$ cat src/rtl/dram_pkg.sv
// Shared types for the DRAM burst sequencer.
// Macro DRAM_DM_EN adds the per-byte write-mask types.
package dram_pkg;

  localparam int unsigned BL     = 8;
  localparam int unsigned WORD_W = 32;
  localparam int unsigned BEAT_W = $clog2(BL);

  typedef logic [WORD_W-1:0] word_t;
  typedef word_t [BL-1:0]    burst_t;
  typedef logic [BEAT_W-1:0] beat_t;

  typedef enum logic [2:0] {
    IDLE,
    WR_WAIT,
    WR_BURST,
    RD_WAIT,
    RD_BURST,
    DONE
  } burst_state_t;

`ifdef DRAM_DM_EN
  typedef logic [WORD_W/8-1:0] be_t;
  typedef be_t [BL-1:0]        mask_t;
`endif

endpackage

$ cat src/rtl/dram_burst_ctrl_if.sv
// Scheduler / data-transfer side bundle of the burst sequencer.
// Macro DRAM_DM_EN adds wr_mask and dm_n.
interface dram_burst_ctrl_if;
  import dram_pkg::*;

  logic   wr_req;
  logic   rd_req;
  logic   req_ready;
  burst_t wr_burst;
  logic   edge_flag;
  word_t  memload;
  word_t  memstore;
  beat_t  COL_choice;
  logic   dq_oe;
  burst_t rd_burst;
  logic   done;
  logic   busy;

`ifdef DRAM_DM_EN
  mask_t  wr_mask;
  be_t    dm_n;

  modport master (
    output wr_req, rd_req, wr_burst, edge_flag, memload, wr_mask,
    input  req_ready, memstore, COL_choice, dq_oe, rd_burst, done, busy, dm_n
  );
  modport slave (
    input  wr_req, rd_req, wr_burst, edge_flag, memload, wr_mask,
    output req_ready, memstore, COL_choice, dq_oe, rd_burst, done, busy, dm_n
  );
`else
  modport master (
    output wr_req, rd_req, wr_burst, edge_flag, memload,
    input  req_ready, memstore, COL_choice, dq_oe, rd_burst, done, busy
  );
  modport slave (
    input  wr_req, rd_req, wr_burst, edge_flag, memload,
    output req_ready, memstore, COL_choice, dq_oe, rd_burst, done, busy
  );
`endif

endinterface

$ cat src/rtl/dram_burst_buf.sv
// Eight-word burst buffer: parallel load, indexed write, indexed read, parallel read.
module dram_burst_buf
  import dram_pkg::*;
(
  input  logic   clk,
  input  logic   rst_n,
  input  logic   load_en,
  input  burst_t load_data,
  input  logic   wr_en,
  input  beat_t  wr_idx,
  input  word_t  wr_data,
  input  beat_t  rd_idx,
  output word_t  rd_data,
  output burst_t q
);

  burst_t mem_q, mem_d;

  always_comb begin
    mem_d = mem_q;
    if (load_en) begin
      mem_d = load_data;
    end else if (wr_en) begin
      mem_d[wr_idx] = wr_data;
    end
  end

  always_ff @(posedge clk or negedge rst_n) begin
    if (!rst_n) begin
      mem_q <= '0;
    end else begin
      mem_q <= mem_d;
    end
  end

  assign rd_data = mem_q[rd_idx];
  assign q       = mem_q;

endmodule

$ cat src/rtl/dram_burst_ctrl.sv
// BL8 read/write burst sequencer: CAS/CWL wait, beat stepping on strobe edges.
// Macro DRAM_DM_EN adds per-beat active-low data mask dm_n from wr_mask.
module dram_burst_ctrl
  import dram_pkg::*;
#(
  parameter int unsigned WR_LAT = 4,
  parameter int unsigned RD_LAT = 6,
  parameter int unsigned LAT_W  = 4
) (
  input logic              CLK,
  input logic              nRST,
  dram_burst_ctrl_if.slave bus
);

  localparam logic [LAT_W-1:0] WR_LAT_C = LAT_W'(WR_LAT);
  localparam logic [LAT_W-1:0] RD_LAT_C = LAT_W'(RD_LAT);
  localparam logic [LAT_W-1:0] CNT_ONE  = LAT_W'(1);

  burst_state_t     state_q, state_d;
  logic [LAT_W-1:0] cnt_q, cnt_d;
  beat_t            beat_q, beat_d;
  word_t            memstore_q, memstore_d;
  logic             dq_oe_q, dq_oe_d;
  logic             wload, rcap;
  word_t            wbuf_rd, store_word;
  burst_t           rbuf_q, wbuf_unused;
  word_t            rbuf_rd_unused;

  always_ff @(posedge CLK or negedge nRST) begin
    if (!nRST) begin
      state_q    <= IDLE;
      cnt_q      <= '0;
      beat_q     <= '0;
      memstore_q <= '0;
      dq_oe_q    <= 1'b0;
    end else begin
      state_q    <= state_d;
      cnt_q      <= cnt_d;
      beat_q     <= beat_d;
      memstore_q <= memstore_d;
      dq_oe_q    <= dq_oe_d;
    end
  end

  always_comb begin
    state_d = state_q;
    cnt_d   = cnt_q;
    beat_d  = beat_q;
    wload   = 1'b0;
    rcap    = 1'b0;
    case (state_q)
      IDLE: begin
        if (bus.rd_req) begin
          cnt_d   = RD_LAT_C;
          state_d = (RD_LAT == 0) ? RD_BURST : RD_WAIT;
        end else if (bus.wr_req) begin
          wload   = 1'b1;
          cnt_d   = WR_LAT_C;
          state_d = (WR_LAT == 0) ? WR_BURST : WR_WAIT;
        end
      end
      // Hand off on the decrement that reaches zero so BURST lands at accept+1+LAT.
      WR_WAIT, RD_WAIT: begin
        cnt_d = cnt_q - CNT_ONE;
        if (cnt_d == '0) begin
          state_d = (state_q == WR_WAIT) ? WR_BURST : RD_BURST;
        end
      end
      WR_BURST, RD_BURST: begin
        if (bus.edge_flag) begin
          rcap   = (state_q == RD_BURST);
          beat_d = beat_q + 1'b1;
          if (beat_q == beat_t'(BL - 1)) begin
            state_d = DONE;
          end
        end
      end
      DONE: begin
        beat_d  = '0;
        state_d = IDLE;
      end
      default: state_d = IDLE;
    endcase
  end

  // Registered beat outputs are loaded from the next beat; LAT=0 writes bypass the buffer.
  always_comb begin
    store_word = wload ? bus.wr_burst[beat_d] : wbuf_rd;
    dq_oe_d    = (state_d == WR_BURST);
    memstore_d = dq_oe_d ? store_word : '0;
  end

  assign bus.req_ready  = (state_q == IDLE);
  assign bus.busy       = (state_q != IDLE);
  assign bus.done       = (state_q == DONE);
  assign bus.memstore   = memstore_q;
  assign bus.dq_oe      = dq_oe_q;
  assign bus.COL_choice = beat_q;
  assign bus.rd_burst   = rbuf_q;

  dram_burst_buf wbuf (
    .clk       (CLK),
    .rst_n     (nRST),
    .load_en   (wload),
    .load_data (bus.wr_burst),
    .wr_en     (1'b0),
    .wr_idx    ('0),
    .wr_data   ('0),
    .rd_idx    (beat_d),
    .rd_data   (wbuf_rd),
    .q         (wbuf_unused)
  );

  dram_burst_buf rbuf (
    .clk       (CLK),
    .rst_n     (nRST),
    .load_en   (1'b0),
    .load_data ('0),
    .wr_en     (rcap),
    .wr_idx    (beat_q),
    .wr_data   (bus.memload),
    .rd_idx    ('0),
    .rd_data   (rbuf_rd_unused),
    .q         (rbuf_q)
  );

`ifdef DRAM_DM_EN
  mask_t mask_q, mask_d;
  be_t   dm_n_q, dm_n_d;

  always_comb begin
    mask_d = wload ? bus.wr_mask : mask_q;
    dm_n_d = (state_d == WR_BURST) ? ~mask_d[beat_d] : '1;
  end

  always_ff @(posedge CLK or negedge nRST) begin
    if (!nRST) begin
      mask_q <= '0;
      dm_n_q <= '1;
    end else begin
      mask_q <= mask_d;
      dm_n_q <= dm_n_d;
    end
  end

  assign bus.dm_n = dm_n_q;
`endif

endmodule

$ cat src/flat_wrapper.sv
// flat-port wrapper written by rule: the top's interface ports become plain ports
module dram_burst_ctrl_flat import dram_pkg::*;
#(
  parameter int unsigned WR_LAT = 4,
  parameter int unsigned RD_LAT = 6,
  parameter int unsigned LAT_W  = 4
)
  (CLK, nRST, bus_wr_req, bus_rd_req, bus_wr_burst, bus_edge_flag, bus_memload, bus_req_ready, bus_memstore, bus_COL_choice, bus_dq_oe, bus_rd_burst, bus_done, bus_busy);
  dram_burst_ctrl_if bus_i ();
  input logic CLK;
  input logic nRST;
  input wire logic [$bits(bus_i.wr_req)-1:0] bus_wr_req;
  input wire logic [$bits(bus_i.rd_req)-1:0] bus_rd_req;
  input wire logic [$bits(bus_i.wr_burst)-1:0] bus_wr_burst;
  input wire logic [$bits(bus_i.edge_flag)-1:0] bus_edge_flag;
  input wire logic [$bits(bus_i.memload)-1:0] bus_memload;
  output wire logic [$bits(bus_i.req_ready)-1:0] bus_req_ready;
  output wire logic [$bits(bus_i.memstore)-1:0] bus_memstore;
  output wire logic [$bits(bus_i.COL_choice)-1:0] bus_COL_choice;
  output wire logic [$bits(bus_i.dq_oe)-1:0] bus_dq_oe;
  output wire logic [$bits(bus_i.rd_burst)-1:0] bus_rd_burst;
  output wire logic [$bits(bus_i.done)-1:0] bus_done;
  output wire logic [$bits(bus_i.busy)-1:0] bus_busy;
  assign bus_i.wr_req = bus_wr_req;
  assign bus_i.rd_req = bus_rd_req;
  assign bus_i.wr_burst = bus_wr_burst;
  assign bus_i.edge_flag = bus_edge_flag;
  assign bus_i.memload = bus_memload;
  assign bus_req_ready = bus_i.req_ready;
  assign bus_memstore = bus_i.memstore;
  assign bus_COL_choice = bus_i.COL_choice;
  assign bus_dq_oe = bus_i.dq_oe;
  assign bus_rd_burst = bus_i.rd_burst;
  assign bus_done = bus_i.done;
  assign bus_busy = bus_i.busy;
  dram_burst_ctrl #(.WR_LAT(WR_LAT), .RD_LAT(RD_LAT), .LAT_W(LAT_W)) u_core (.CLK(CLK), .nRST(nRST), .bus(bus_i));
endmodule
$ cat config.mk
export PLATFORM = sky130hd
export DESIGN_NAME = dram_burst_ctrl_flat
export DESIGN_NICKNAME = d
export VERILOG_FILES = /design/src/rtl/dram_pkg.sv /design/src/rtl/dram_burst_ctrl_if.sv /design/src/rtl/dram_burst_buf.sv /design/src/rtl/dram_burst_ctrl.sv /design/src/flat_wrapper.sv
export SDC_FILE = /design/constraint.sdc
export NUM_CORES = 1
export LEC_CHECK = 0
export BUFFER_PORTS_ARGS = -buffer_cell sky130_fd_sc_hd__buf_4
export CAP_MARGIN = 40
export CORE_ASPECT_RATIO = 0.9
export CORE_MARGIN = 10
export CORE_UTILIZATION = 40
export CTS_BUF_LIST = sky130_fd_sc_hd__clkbuf_8
export CTS_CLUSTER_SIZE = 25
export DETAILED_ROUTE_END_ITERATION = 12
export GPL_ROUTABILITY_DRIVEN = 0
export HOLD_SLACK_MARGIN = 0.1
export PLACE_DENSITY = 0.73
export SYNTH_ARGS = -nofsm -noshare
export SYNTH_HDL_FRONTEND = slang
export SYNTH_SLANG_ARGS = --single-unit
export TNS_END_PERCENT = 10
$ cat constraint.sdc
create_clock -name CLK -period 6.65 [get_ports CLK]
set_clock_uncertainty 0.1 [all_clocks]
set_input_delay 0 -clock CLK [delete_from_list [all_inputs] [get_ports CLK]]
set_output_delay 0 -clock CLK [all_outputs]
set_load 0.05 [all_outputs]
==> impl_metrics.py, run 1 <==
metrics = {
    "clock_tree": {
        "cts_resized": 0,
        "htreeDepth": 3,
        "cts-root-buf": "clkbuf_8",
        "hold_buffers": 588,
        "clock_path_buffers": 3,
        "cts_buffers": 89,
        "postCtsSetupBuffers": 0,
        "clkSinkCount": 555,
    },
    "place": {
        "portBuffers": 587,
        "hpwl_mm": 50.1,
        "post-place-ws_ns": 2.61,
        "dp.cells": 2780,
    },
    "synth": {
        "yosys_most_used_dff": "dfrtp_1",
        "synth_xor_xnor_area_share": 0.00184,
        "synth_edf_count": 0,
        "synth_top_area_cell": "dfrtp_1",
        "syn_inst": 1495,
        "synth_area_per_cell_sq_um": 15.5,
        "ys_seq_elements": 555,
        "syn_nets": 1792,
        "synth.distinct_cells": 49,
        "synth_fa_ha_area_frac": 0.00216,
        "synth_top_family_by_area": "multiplexers",
        "synth-compound-area-share": 0.0376,
        "synth_top_cell_area_share": 0.601,
        "ys_seq_area_frac": 0.601,
        "netlist_top_cells_area": "dfrtp_1 60%, mux2_2 26%, mux2i_1 4.2%, a211oi_2 1.6%, a32o_1 1.4%",
        "async_flop_share": 1.00,
        "synthMuxAreaShare": 0.308,
        "mappedNetlistArea_sq_um": 23100,
        "yosys.area_share.simple": 0.0218,
        "yosysWarnings": 0,
    },
    "die": {
        "fp.dieH_um": 248,
        "start_util": 0.405,
        "rows": 83,
        "die_w_um": 273,
        "io_pins": 588,
    },
    "outcome": {
        "error_line": "[ERROR RSZ-0060] Max buffer count reached.",
        "status": "stopped before the end",
        "lastStage": "clock tree synthesis",
    },
}
-- kinds of logic after synthesis --
family          count (synthesis)
mux                           643
xor+xnor                        4
simple gates                  105
fa+ha+maj                       4
compound gates                 84
buf+inv                       100
flops                         555
-- stage by stage --
stage	instance area (sq um)	hold WS, ns
floorplan	23100	-0.396
global placement	28200	0.0157
detailed placement	28200	0.0195
-- synth_stat cells (2+ instances only) --
| library cell | instances |
|---|---|
| buf_8 | 2 |
| o22ai_1 | 2 |
| nand3_1 | 3 |
| nor3b_2 | 4 |
| a21oi_1 | 4 |
| mux2_1 | 2 |
| a211oi_1 | 3 |
| nor2_1 | 12 |
| buf_2 | 43 |
| a211oi_2 | 29 |
| nand2_1 | 67 |
| mux2i_1 | 97 |
| a21oi_4 | 2 |
| buf_4 | 26 |
| o21ai_0 | 2 |
| xnor2_1 | 3 |
| nor2b_1 | 3 |
| nand3b_1 | 3 |
| nor3_2 | 2 |
| nor3_1 | 3 |
| a32o_1 | 32 |
| ha_1 | 4 |
| mux2_2 | 544 |
| dfrtp_1 | 555 |
| buf_6 | 12 |
| clkbuf_1 | 8 |
| inv_1 | 6 |
==> inputs of run 2 (changes only) <==
--- a/config.mk
+++ b/config.mk
@@ -7,15 +7,11 @@
 export LEC_CHECK = 0
 export BUFFER_PORTS_ARGS = -buffer_cell sky130_fd_sc_hd__buf_4
 export CAP_MARGIN = 40
-export CORE_ASPECT_RATIO = 0.9
 export CORE_MARGIN = 10
-export CORE_UTILIZATION = 40
-export CTS_BUF_LIST = sky130_fd_sc_hd__clkbuf_8
-export CTS_CLUSTER_SIZE = 25
+export CORE_UTILIZATION = 25
 export DETAILED_ROUTE_END_ITERATION = 12
 export GPL_ROUTABILITY_DRIVEN = 0
-export HOLD_SLACK_MARGIN = 0.1
-export PLACE_DENSITY = 0.73
+export PLACE_DENSITY_LB_ADDON = 0.15
 export SYNTH_ARGS = -nofsm -noshare
 export SYNTH_HDL_FRONTEND = slang
 export SYNTH_SLANG_ARGS = --single-unit
==> impl_metrics.py, run 2 <==
metrics = {
    "outcome": {
        "status": "finished, final reports clean",
    },
    "layout": {
        "final_cell_mix": "605 x buf_4, 555 x dfrtp_1, 544 x mux2_2",
        "fillCellCount": 8807,
        "mostFrequentLayoutCell": "buf_4",
        "synthToLayoutAreaGrowth_pct": 47.4,
        "layout.nets": 2677,
        "fin_util": 0.372,
        "drive_above_1_share": 0.541,
    },
    "timing": {
        "hold_viol": 0,
        "period_needed_ns": 3.63,
        "finalSetupTns_ns": 0,
        "finalSetupViolCount": 0,
        "worstMarginPinSlew_ns": 0.991,
        "timing.final.ws_setup_ns": 3.02,
        "whs_ns": 0.0551,
        "grt_setup_unrepaired": "false",
        "maxSlewHeadroom": 0.339,
        "timing.fmax_mhz": 276,
        "maxSlewViolCount": 0,
        "finalCritPeriodShare": 0.546,
    },
    "synth": {
        "synth.distinct_cells": 49,
        "yosys_most_used_dff": "dfrtp_1",
        "synth_top_cell_area_share": 0.601,
        "yosys-top-cells-count": "555 x dfrtp_1, 544 x mux2_2, 97 x mux2i_1, 67 x nand2_1, 43 x buf_2",
        "async_flop_share": 1.00,
        "syn_nets": 1792,
        "ys_seq_elements": 555,
        "synth_area_per_cell_sq_um": 15.5,
        "ys_seq_area_frac": 0.601,
        "yosysWarnings": 0,
        "syn_inst": 1495,
        "synth_most_common_cell": "dfrtp_1",
        "synth_top_area_cell": "dfrtp_1",
        "netlist_top_cells_area": "dfrtp_1 60%, mux2_2 26%, mux2i_1 4.2%, a211oi_2 1.6%, a32o_1 1.4%",
        "mappedNetlistArea_sq_um": 23100,
        "synth_edf_count": 0,
    },
    "worst_hold_path": {
        "holdPathEnd": "u_core.wbuf.q[100]",
        "worstHoldStart": "bus_wr_burst[100]",
        "hold_depth": 3,
        "hold_class": "primary input to register",
    },
    "flow_run": {
        "maxCapViolations": 0,
    },
    "drt": {
        "drc_errors": 0,
        "firstDrtPassIters": 4,
        "routed_via_density": 4.42,
        "routedWlPerCell_um": 23.0,
        "wirelength_mm": 83.5,
        "vias": 16000,
        "drt_iter0_markers": 859,
        "antenna_left": 0,
    },
    "critical_path": {
        "arrival_ns": 4.03,
        "endpoint_kind": "register",
        "cp.required_ns": 7.06,
        "crit_fanout": 79,
        "r2r-start": "u_core.bus.COL_choice[1]",
        "r2r_cells": 9,
        "startpoint_type": "register",
        "criticalPathCategory": "register to register",
        "reg2reg_to": "u_core.bus.memstore[28]",
        "r2r_setup_slack_ns": 3.02,
    },
    "die": {
        "fp.dieH_um": 324,
        "core_sq_um": 91700,
        "rows": 111,
        "start_util": 0.252,
        "dieArea_sq_um": 105000,
        "io_pins": 588,
        "die_w_um": 324,
    },
    "grt": {
        "antenna_found_initial": 18,
        "grt-ovfl-total": 0,
        "grt_pass1_wl_mm": 122,
        "grt_use_total": 0.156,
        "grt_max_degree": 166,
        "grt_pass1_vias": 17800,
    },
    "power_and_ir_drop": {
        "combPwrFrac": 0.469,
        "p_int_mw": 10.7,
        "clkPwrFrac": 0.212,
        "p_leak_nw": 15.7,
        "power_frac_seq": 0.320,
        "power.switching_mw": 7.70,
        "irDropWorstVdd_mv": 0.351,
        "p_per_area_nw_per_um2": 538,
        "swShare": 0.419,
    },
    "clock_tree": {
        "clk_pin_slew_ns": 0.06,
        "clkSinkCount": 555,
        "postCtsSetupBuffers": 0,
        "clk_latency_ns": 0.61,
        "clock_path_buffers": 3,
        "htreeDepth": 3,
        "cts_tree": "built",
        "cts_buffers": 69,
        "cts-root-buf": "clkbuf_16",
    },
    "place": {
        "portBuffers": 587,
        "post-place-ws_ns": 3.02,
        "hpwl_mm": 57.6,
    },
}
-- run 2: layout make-up --
cell class | instances | area [sq um] | share of cell area
flip-flops and latches | 555 | 13900 | 0.408
diodes | 9 | 22.5 | 0.000661
clock buffers | 96 | 1990 | 0.0583
clock inverters | 24 | 362 | 0.0106
well taps | 1186 | 1480 | 0.0435
repair buffers | 906 | 7630 | 0.224
multi-input cells | 840 | 8660 | 0.254
inverters | 8 | 37.5 | 0.00110
-- run 2: worst max-delay path by stage --
| stage | start | to | slack, ns | cells after the start |
|---|---|---|---|---|
| final | u_core.bus.COL_choice[1] | u_core.bus.memstore[28] | 3.02 | 9 |
| after floorplan | u_core.bus.COL_choice[0] | u_core.bus.memstore[20] | 4.12 | 9 |
| after detailed placement | u_core.bus.COL_choice[1] | u_core.bus.memstore[0] | 3.02 | 9 |
| after global routing | u_core.bus.COL_choice[1] | u_core.bus.memstore[0] | 2.84 | 9 |
| after CTS | u_core.bus.COL_choice[1] | u_core.bus.memstore[28] | 3.02 | 9 |
| after global placement | u_core.bus.COL_choice[1] | u_core.bus.memstore[0] | 3.07 | 9 |
-- run 2: kinds of logic after synthesis --
kind of cell / after synthesis / share of synthesized area
simple gates: 105 / 0.0218
flops: 555 / 0.601
compound gates: 84 / 0.0376
xor+xnor: 4 / 0.00184
mux: 643 / 0.308
buf+inv: 100 / 0.0280
fa+ha+maj: 4 / 0.00216
-- run 2: power by group through the flow --
stage / combinational, mW / clock (mW) / sequential [mW]
after floorplan: 3.76 / 0 / 7.98
after global placement: 8.47 / 0 / 5.92
after detailed placement: 8.58 / 0 / 5.92
after CTS: 8.75 / 4.02 / 5.87
after global routing: 9.13 / 4.16 / 6.07
final: 8.60 / 3.89 / 5.87
-- run 2: metrics by stage --
step	cells	power, mW	instance area (sq um)
after CTS	3615	18.6	34100
after detailed placement	3200	14.5	28700
after floorplan	1495	11.7	23100
after global routing	3620	19.4	34100
after global placement	3199	14.4	28700
final	3624	18.4	34100
-- run 2: per-layer routing --
layer  GRT usage  wire length (um)
met5           0                31
met4      0.0361              1620
met3      0.0486              6940
met2       0.250             38600
met1       0.203             36400
-- run 2: worst max-delay path, cell delays in order (launching register included) --
cell      delay (ns)
dfrtp_1         0.68
ha_1            0.33
a32o_2          0.26
a21oi_4         0.10
buf_4           0.48
inv_6           0.36
buf_12          0.36
mux2i_1         0.19
mux2_2          0.30
a211oi_2        0.21
-- run 2: what timing repair did --
item,4_1_cts,5_1_grt
hold endpoints to repair,638,0
gates resized for setup,0,0
hold buffers,295,0
(Power assumes the default switching activity.)
==> inputs of run 3 (changes only) <==
==> constraint.sdc (replaced) <==
create_clock -name CLK -period 3.3 [get_ports CLK]
set_clock_uncertainty 0.1 [all_clocks]
set_input_delay 0 -clock CLK [delete_from_list [all_inputs] [get_ports CLK]]
set_output_delay 0 -clock CLK [all_outputs]
set_load 0.05 [all_outputs]
==> impl_metrics.py, run 3 (synthesis gave the netlist of run 2 again) <==
metrics = {
    "power_and_ir_drop": {
        "power.switching_mw": 15.6,
        "combPwrFrac": 0.483,
        "swShare": 0.416,
        "p_leak_nw": 16.0,
        "irDropWorstVdd_mv": 0.588,
        "power_frac_seq": 0.313,
        "p_per_area_nw_per_um2": 1080,
        "p_int_mw": 21.9,
        "clkPwrFrac": 0.204,
        "total_power_mw": 37.4,
    },
    "timing": {
        "finalSetupTns_ns": 0,
        "worstMarginPinSlew_ns": 0.777,
        "maxSlewViolCount": 0,
        "finalSetupViolCount": 0,
        "grt_setup_unrepaired": "false",
        "timing.fmax_mhz": 348,
        "period_needed_ns": 2.87,
        "timing.final.ws_setup_ns": 0.428,
        "hold_viol": 0,
        "finalCritPeriodShare": 0.870,
        "maxSlewHeadroom": 0.481,
    },
    "critical_path": {
        "endpoint_kind": "register",
        "arrival_ns": 3.24,
        "criticalPathCategory": "register to register",
        "crit_end": "u_core.wbuf.q[219]",
        "cpMaxStageDelayCell": "dfrtp_1",
        "crit_fanout": 43,
        "critical_path_depth": 5,
        "worstSetupStartpoint": "u_core.state_q[1]",
        "cp_top_family": "buffers and inverters",
        "max_stage_delay_ns": 0.56,
        "r2r_cells": 5,
        "r2r-start": "u_core.state_q[1]",
        "r2r_setup_slack_ns": 0.43,
        "cp_num_buf_inv": 2,
        "reg2reg_to": "u_core.wbuf.q[219]",
        "cp.required_ns": 3.67,
        "crit_chain": "or3_4, nor3b_4, buf_12, mux2_2, dlygate4sd3_1",
        "startpoint_type": "register",
    },
    "grt": {
        "grt_use_total": 0.152,
        "grt_max_degree": 70,
        "grt_pass1_vias": 18100,
        "grt-ovfl-total": 0,
        "antenna_found_initial": 5,
        "grt_pass1_wl_mm": 120,
    },
    "die": {
        "dieArea_sq_um": 105000,
        "rows": 111,
        "die_w_um": 324,
        "fp.dieH_um": 324,
        "core_sq_um": 91700,
        "start_util": 0.252,
        "io_pins": 588,
    },
    "outcome": {
        "status": "finished, final reports clean",
    },
    "drt": {
        "drt_iter0_markers": 657,
        "routed_via_density": 4.39,
        "wirelength_mm": 81.4,
        "routedWlPerCell_um": 22.1,
        "vias": 16100,
        "drc_errors": 0,
        "antenna_left": 0,
        "firstDrtPassIters": 4,
    },
    "clock_tree": {
        "postCtsSetupBuffers": 0,
        "clkSinkCount": 555,
        "cts-root-buf": "clkbuf_16",
        "cts_buffers": 68,
        "clk_latency_ns": 0.62,
        "htreeDepth": 3,
        "clock_path_buffers": 3,
        "clk_pin_slew_ns": 0.06,
        "cts_tree": "built",
    },
    "layout": {
        "synthToLayoutAreaGrowth_pct": 50.5,
        "layout.nets": 2737,
        "drive_above_1_share": 0.537,
        "final_cell_mix": "611 x buf_4, 555 x dfrtp_1, 544 x mux2_2",
        "fillCellCount": 8724,
        "stdcell_count": 3678,
        "mostFrequentLayoutCell": "buf_4",
    },
    "worst_hold_path": {
        "hold_class": "primary input to register",
        "worstHoldStart": "bus_wr_burst[36]",
    },
    "place": {
        "dp.cells": 3224,
        "post-place-ws_ns": 0.502,
        "hpwl_mm": 58.3,
        "portBuffers": 587,
    },
    "flow_run": {
        "maxCapViolations": 0,
    },
}
run 3: cell count changes in the layout (fill, tap and decap cells not counted), moves of 2 or more:
cell / change
clkbuf_1: +2
diode_2: -6
clkbuf_8: +5
clkinv_8: -2
buf_12: +19
dlygate4sd3_1: +37
bufinv_16: -3
buf_4: +6
clkinvlp_4: -3
clkinv_16: +2
run 3: through the flow:
stage / hold WS [ns] / cell area [sq um] / utilization
final: 0.0552 / 34800 / 0.380
after global routing: 0.0192 / 34800 / 0.380
after CTS: 0.00187 / 34800 / 0.380
after detailed placement: -0.0254 / 29100 / 0.318
after global placement: -0.0285 / 29100 / 0.318
after floorplan: -0.396 / 23100 / -
run 3: worst min path at each step:
stage,endpoint,slack [ns],depth (start not counted)
detailed placement,u_core.rbuf.q[159],-0.03,1
global route,u_core.wbuf.q[36],0.02,3
CTS,u_core.wbuf.q[157],0.002,3
global placement,u_core.rbuf.q[159],-0.03,1
floorplan,u_core.bus.COL_choice[0],-0.40,0
finish,u_core.wbuf.q[36],0.06,3
run 3: what timing repair did:
item / CTS / global route
resized for setup: 0 / 0
endpoints found under the hold margin: 940 / 0
hold buffers: 332 / 0
run 3: cell type report:
class	instances	area (sq um)	area share
multi-input combinational	840	8660	0.249
clock inverter	17	280	0.00805
inverter	8	37.5	0.00108
timing repair buffer	967	8400	0.241
antenna	3	7.51	0.000216
clock buffer	102	2040	0.0586
sequential	555	13900	0.399
tap	1186	1480	0.0426
run 3: metal layers:
layer / vias up / track usage / wire length, um
met5: - / 0 / 51
met4: 8 / 0.0390 / 1740
met3: 99 / 0.0402 / 5530
met2: 455 / 0.245 / 37900
met1: 8259 / 0.199 / 36200
li1: 7318 / - / -
run 3: power by group through the flow:
stage                     clock network [mW]  logic [mW]  registers [mW]
final                                   7.65        18.1            11.7
after global routing                    8.21        19.2            12.1
after CTS                               7.96        18.4            11.7
after detailed placement                   0        17.7            11.8
after global placement                     0        17.4            11.8
after floorplan                            0        7.58            16.1
run 3: worst reg2reg max path, cell delays in order, from the launching register on:
cell           delay [ns]
dfrtp_1              0.56
or3_4                0.50
nor3b_4              0.29
buf_12               0.32
mux2_2               0.42
dlygate4sd3_1        0.56
==> inputs of run 4 (changes only) <==
--- a/config.mk
+++ b/config.mk
@@ -5,6 +5,7 @@
 export SDC_FILE = /design/constraint.sdc
 export NUM_CORES = 1
 export LEC_CHECK = 0
+export ABC_AREA = 1
 export BUFFER_PORTS_ARGS = -buffer_cell sky130_fd_sc_hd__buf_4
 export CAP_MARGIN = 40
 export CORE_MARGIN = 10
==> impl_metrics.py, run 4 <==
metrics = {
    "outcome": {
        "status": "finished, final reports clean",
    },
    "synth": {
        "syn_inst": 2146,
        "ys_seq_elements": 555,
        "ys_seq_area_frac": 0.606,
        "synth_area_per_cell_sq_um": 10.7,
        "synth_edf_count": 0,
        "yosys_most_used_dff": "dfrtp_1",
        "yosys-top-cells-count": "555 x dfrtp_1, 435 x nand2_1, 357 x nand3_1, 250 x mux2_2, 227 x o21ai_0",
        "synth_top_cell_area_share": 0.606,
        "async_flop_share": 1.00,
        "netlist_top_cells_area": "dfrtp_1 61%, mux2_2 12%, nand3_1 7.8%, nand2_1 7.1%, o21ai_0 5.0%",
        "synth_top_area_cell": "dfrtp_1",
        "mappedNetlistArea_sq_um": 22900,
        "syn_nets": 2443,
        "yosysWarnings": 0,
        "synth_most_common_cell": "dfrtp_1",
        "synth.distinct_cells": 28,
    },
    "layout": {
        "layout.nets": 3290,
        "final_cell_mix": "613 x buf_4, 555 x dfrtp_1, 433 x nand2_1",
        "stdcell_count": 4210,
        "fin_util": 0.373,
        "synthToLayoutAreaGrowth_pct": 47.1,
        "mostFrequentLayoutCell": "buf_4",
        "drive_above_1_share": 0.331,
    },
    "critical_path": {
        "crit_fanout": 32,
        "arrival_ns": 3.45,
        "criticalPathCategory": "register to register",
        "worstSetupStartpoint": "u_core.bus.COL_choice[0]",
        "r2r-start": "u_core.bus.COL_choice[0]",
        "cp.required_ns": 3.75,
        "startpoint_type": "register",
        "endpoint_kind": "register",
    },
    "drt": {
        "routedWlPerCell_um": 23.6,
        "firstDrtPassIters": 5,
        "vias": 19500,
        "drt_iter0_markers": 1456,
        "routed_via_density": 4.63,
        "wl_met1_mm": 41.2,
        "drc_errors": 0,
        "wl_met2_mm": 49.3,
        "antenna_left": 0,
        "wl_met3_mm": 6.15,
        "dr.max_layer_used": "met5",
        "wirelength_mm": 99.4,
    },
    "timing": {
        "finalSetupViolCount": 0,
        "worstMarginPinSlew_ns": 0.797,
        "maxSlewViolCount": 0,
        "maxSlewHeadroom": 0.468,
        "hold_viol": 0,
        "timing.fmax_mhz": 333,
        "finalSetupTns_ns": 0,
        "finalCritPeriodShare": 0.910,
        "whs_ns": 0.0321,
        "period_needed_ns": 3.00,
        "grt_setup_unrepaired": "false",
    },
    "die": {
        "start_util": 0.253,
        "dieArea_sq_um": 104000,
        "die_w_um": 323,
        "core_sq_um": 90400,
        "fp.dieH_um": 323,
        "io_pins": 588,
        "rows": 110,
    },
    "clock_tree": {
        "cts-root-buf": "clkbuf_16",
        "cts_resized": 0,
        "cts_tree": "built",
        "clk_latency_ns": 0.62,
        "clkSinkCount": 555,
        "cts_buffers": 67,
        "htreeDepth": 3,
        "clock_path_buffers": 3,
        "clk_pin_slew_ns": 0.06,
    },
    "power_and_ir_drop": {
        "combPwrFrac": 0.408,
        "p_per_area_nw_per_um2": 893,
        "clkPwrFrac": 0.242,
        "p_int_mw": 17.7,
        "swShare": 0.414,
        "power_frac_seq": 0.350,
        "power.switching_mw": 12.5,
        "irDropWorstVdd_mv": 0.939,
        "p_leak_nw": 16.4,
    },
    "flow_run": {
        "maxCapViolations": 0,
    },
    "grt": {
        "grt_max_degree": 129,
        "grt_pass1_wl_mm": 144,
        "grt_use_total": 0.186,
        "grt-ovfl-total": 0,
        "grt_pass1_vias": 20500,
        "antenna_found_initial": 7,
    },
    "worst_hold_path": {
        "hold_class": "primary input to asynchronous set/reset pin",
    },
    "place": {
        "dp.cells": 3804,
        "hpwl_mm": 71.9,
        "portBuffers": 587,
    },
}
## run 4: timing repair
item	4_1_cts	5_1_grt
buffers inserted	0	0
hold endpoints to repair	959	0
hold buffers	296	0
## run 4: final timing paths
| check | end | slack [ns] | cells past startpoint |
|---|---|---|---|
| max | u_core.bus.memstore[16] | 0.30 | 12 |
| min | u_core.rbuf.q[89] | 0.03 | 3 |
| max reg2reg | u_core.bus.memstore[16] | 0.30 | 12 |
| min reg2reg | u_core.rbuf.q[80] | 0.38 | 2 |
| max in group asynchronous | u_core.bus.memstore[11] | 2.45 | 4 |
| min in group CLK | u_core.wbuf.q[250] | 0.06 | 3 |
## run 4: area by class of cell
cell class | instances | area, sq um
fillers | 9004 | 56700
flip-flops and latches | 555 | 13900
multi-input cells | 1355 | 7990
repair buffers | 925 | 7900
clock buffers | 86 | 1820
well taps | 1176 | 1470
inverters | 89 | 334
clock inverters | 23 | 310
diodes | 1 | 2.50
## run 4: logic make-up (layout without fill, tap and decap cells)
family,after synthesis,after routing,share of synthesized area
and+or+nand+nor,821,821,0.159
AOI/OAI and AO/OA,277,277,0.0612
DFF,555,555,0.606
xor gates and xnor gates,3,3,0.00115
muxes,250,250,0.123
buffers and inverters,236,1123,0.0474
other,0,1,0
adders and majority gates,4,4,0.00218
## run 4: routing by layer
metal / up-vias / track usage
li1: 8958 / -
met1: 9778 / 0.229
met2: 622 / 0.321
met3: 124 / 0.0434
met4: 6 / 0.0541
met5: - / 0
## run 4: power by group through the flow
stage	registers (mW)	clock network [mW]	logic (mW)
after global placement	10.6	0	12.0
after global routing	10.8	7.78	13.3
after detailed placement	10.6	0	12.1
final	10.5	7.27	12.3
after CTS	10.5	7.50	12.5
after floorplan	12.0	0	5.93
## run 4: metrics by stage
| stage | setup slack [ns] | power, mW | area [sq um] |
|---|---|---|---|
| 6_report | 0.297 | 30.1 | 33700 |
| 4_1_cts | 0.318 | 30.6 | 33700 |
| 5_1_grt | 0.0969 | 31.9 | 33700 |
| 3_3_place_gp | 0.479 | 22.6 | 28600 |
| 3_5_place_dp | 0.457 | 22.8 | 28600 |
| 2_1_floorplan | 0.904 | 18.0 | 22900 |
## run 4: worst max-delay path, cell delays in order, from the launching register on
cell and delay [ns]:
dfrtp_1 0.53, ha_1 0.28, ha_1 0.20, nand2_1 0.07, nand2_1 0.04, nand2_1 0.07
nand3_1 0.08, dlygate4sd3_1 0.60, inv_1 0.07, nand2_1 0.08, inv_2 0.59, nand2_1 0.14
inv_1 0.09
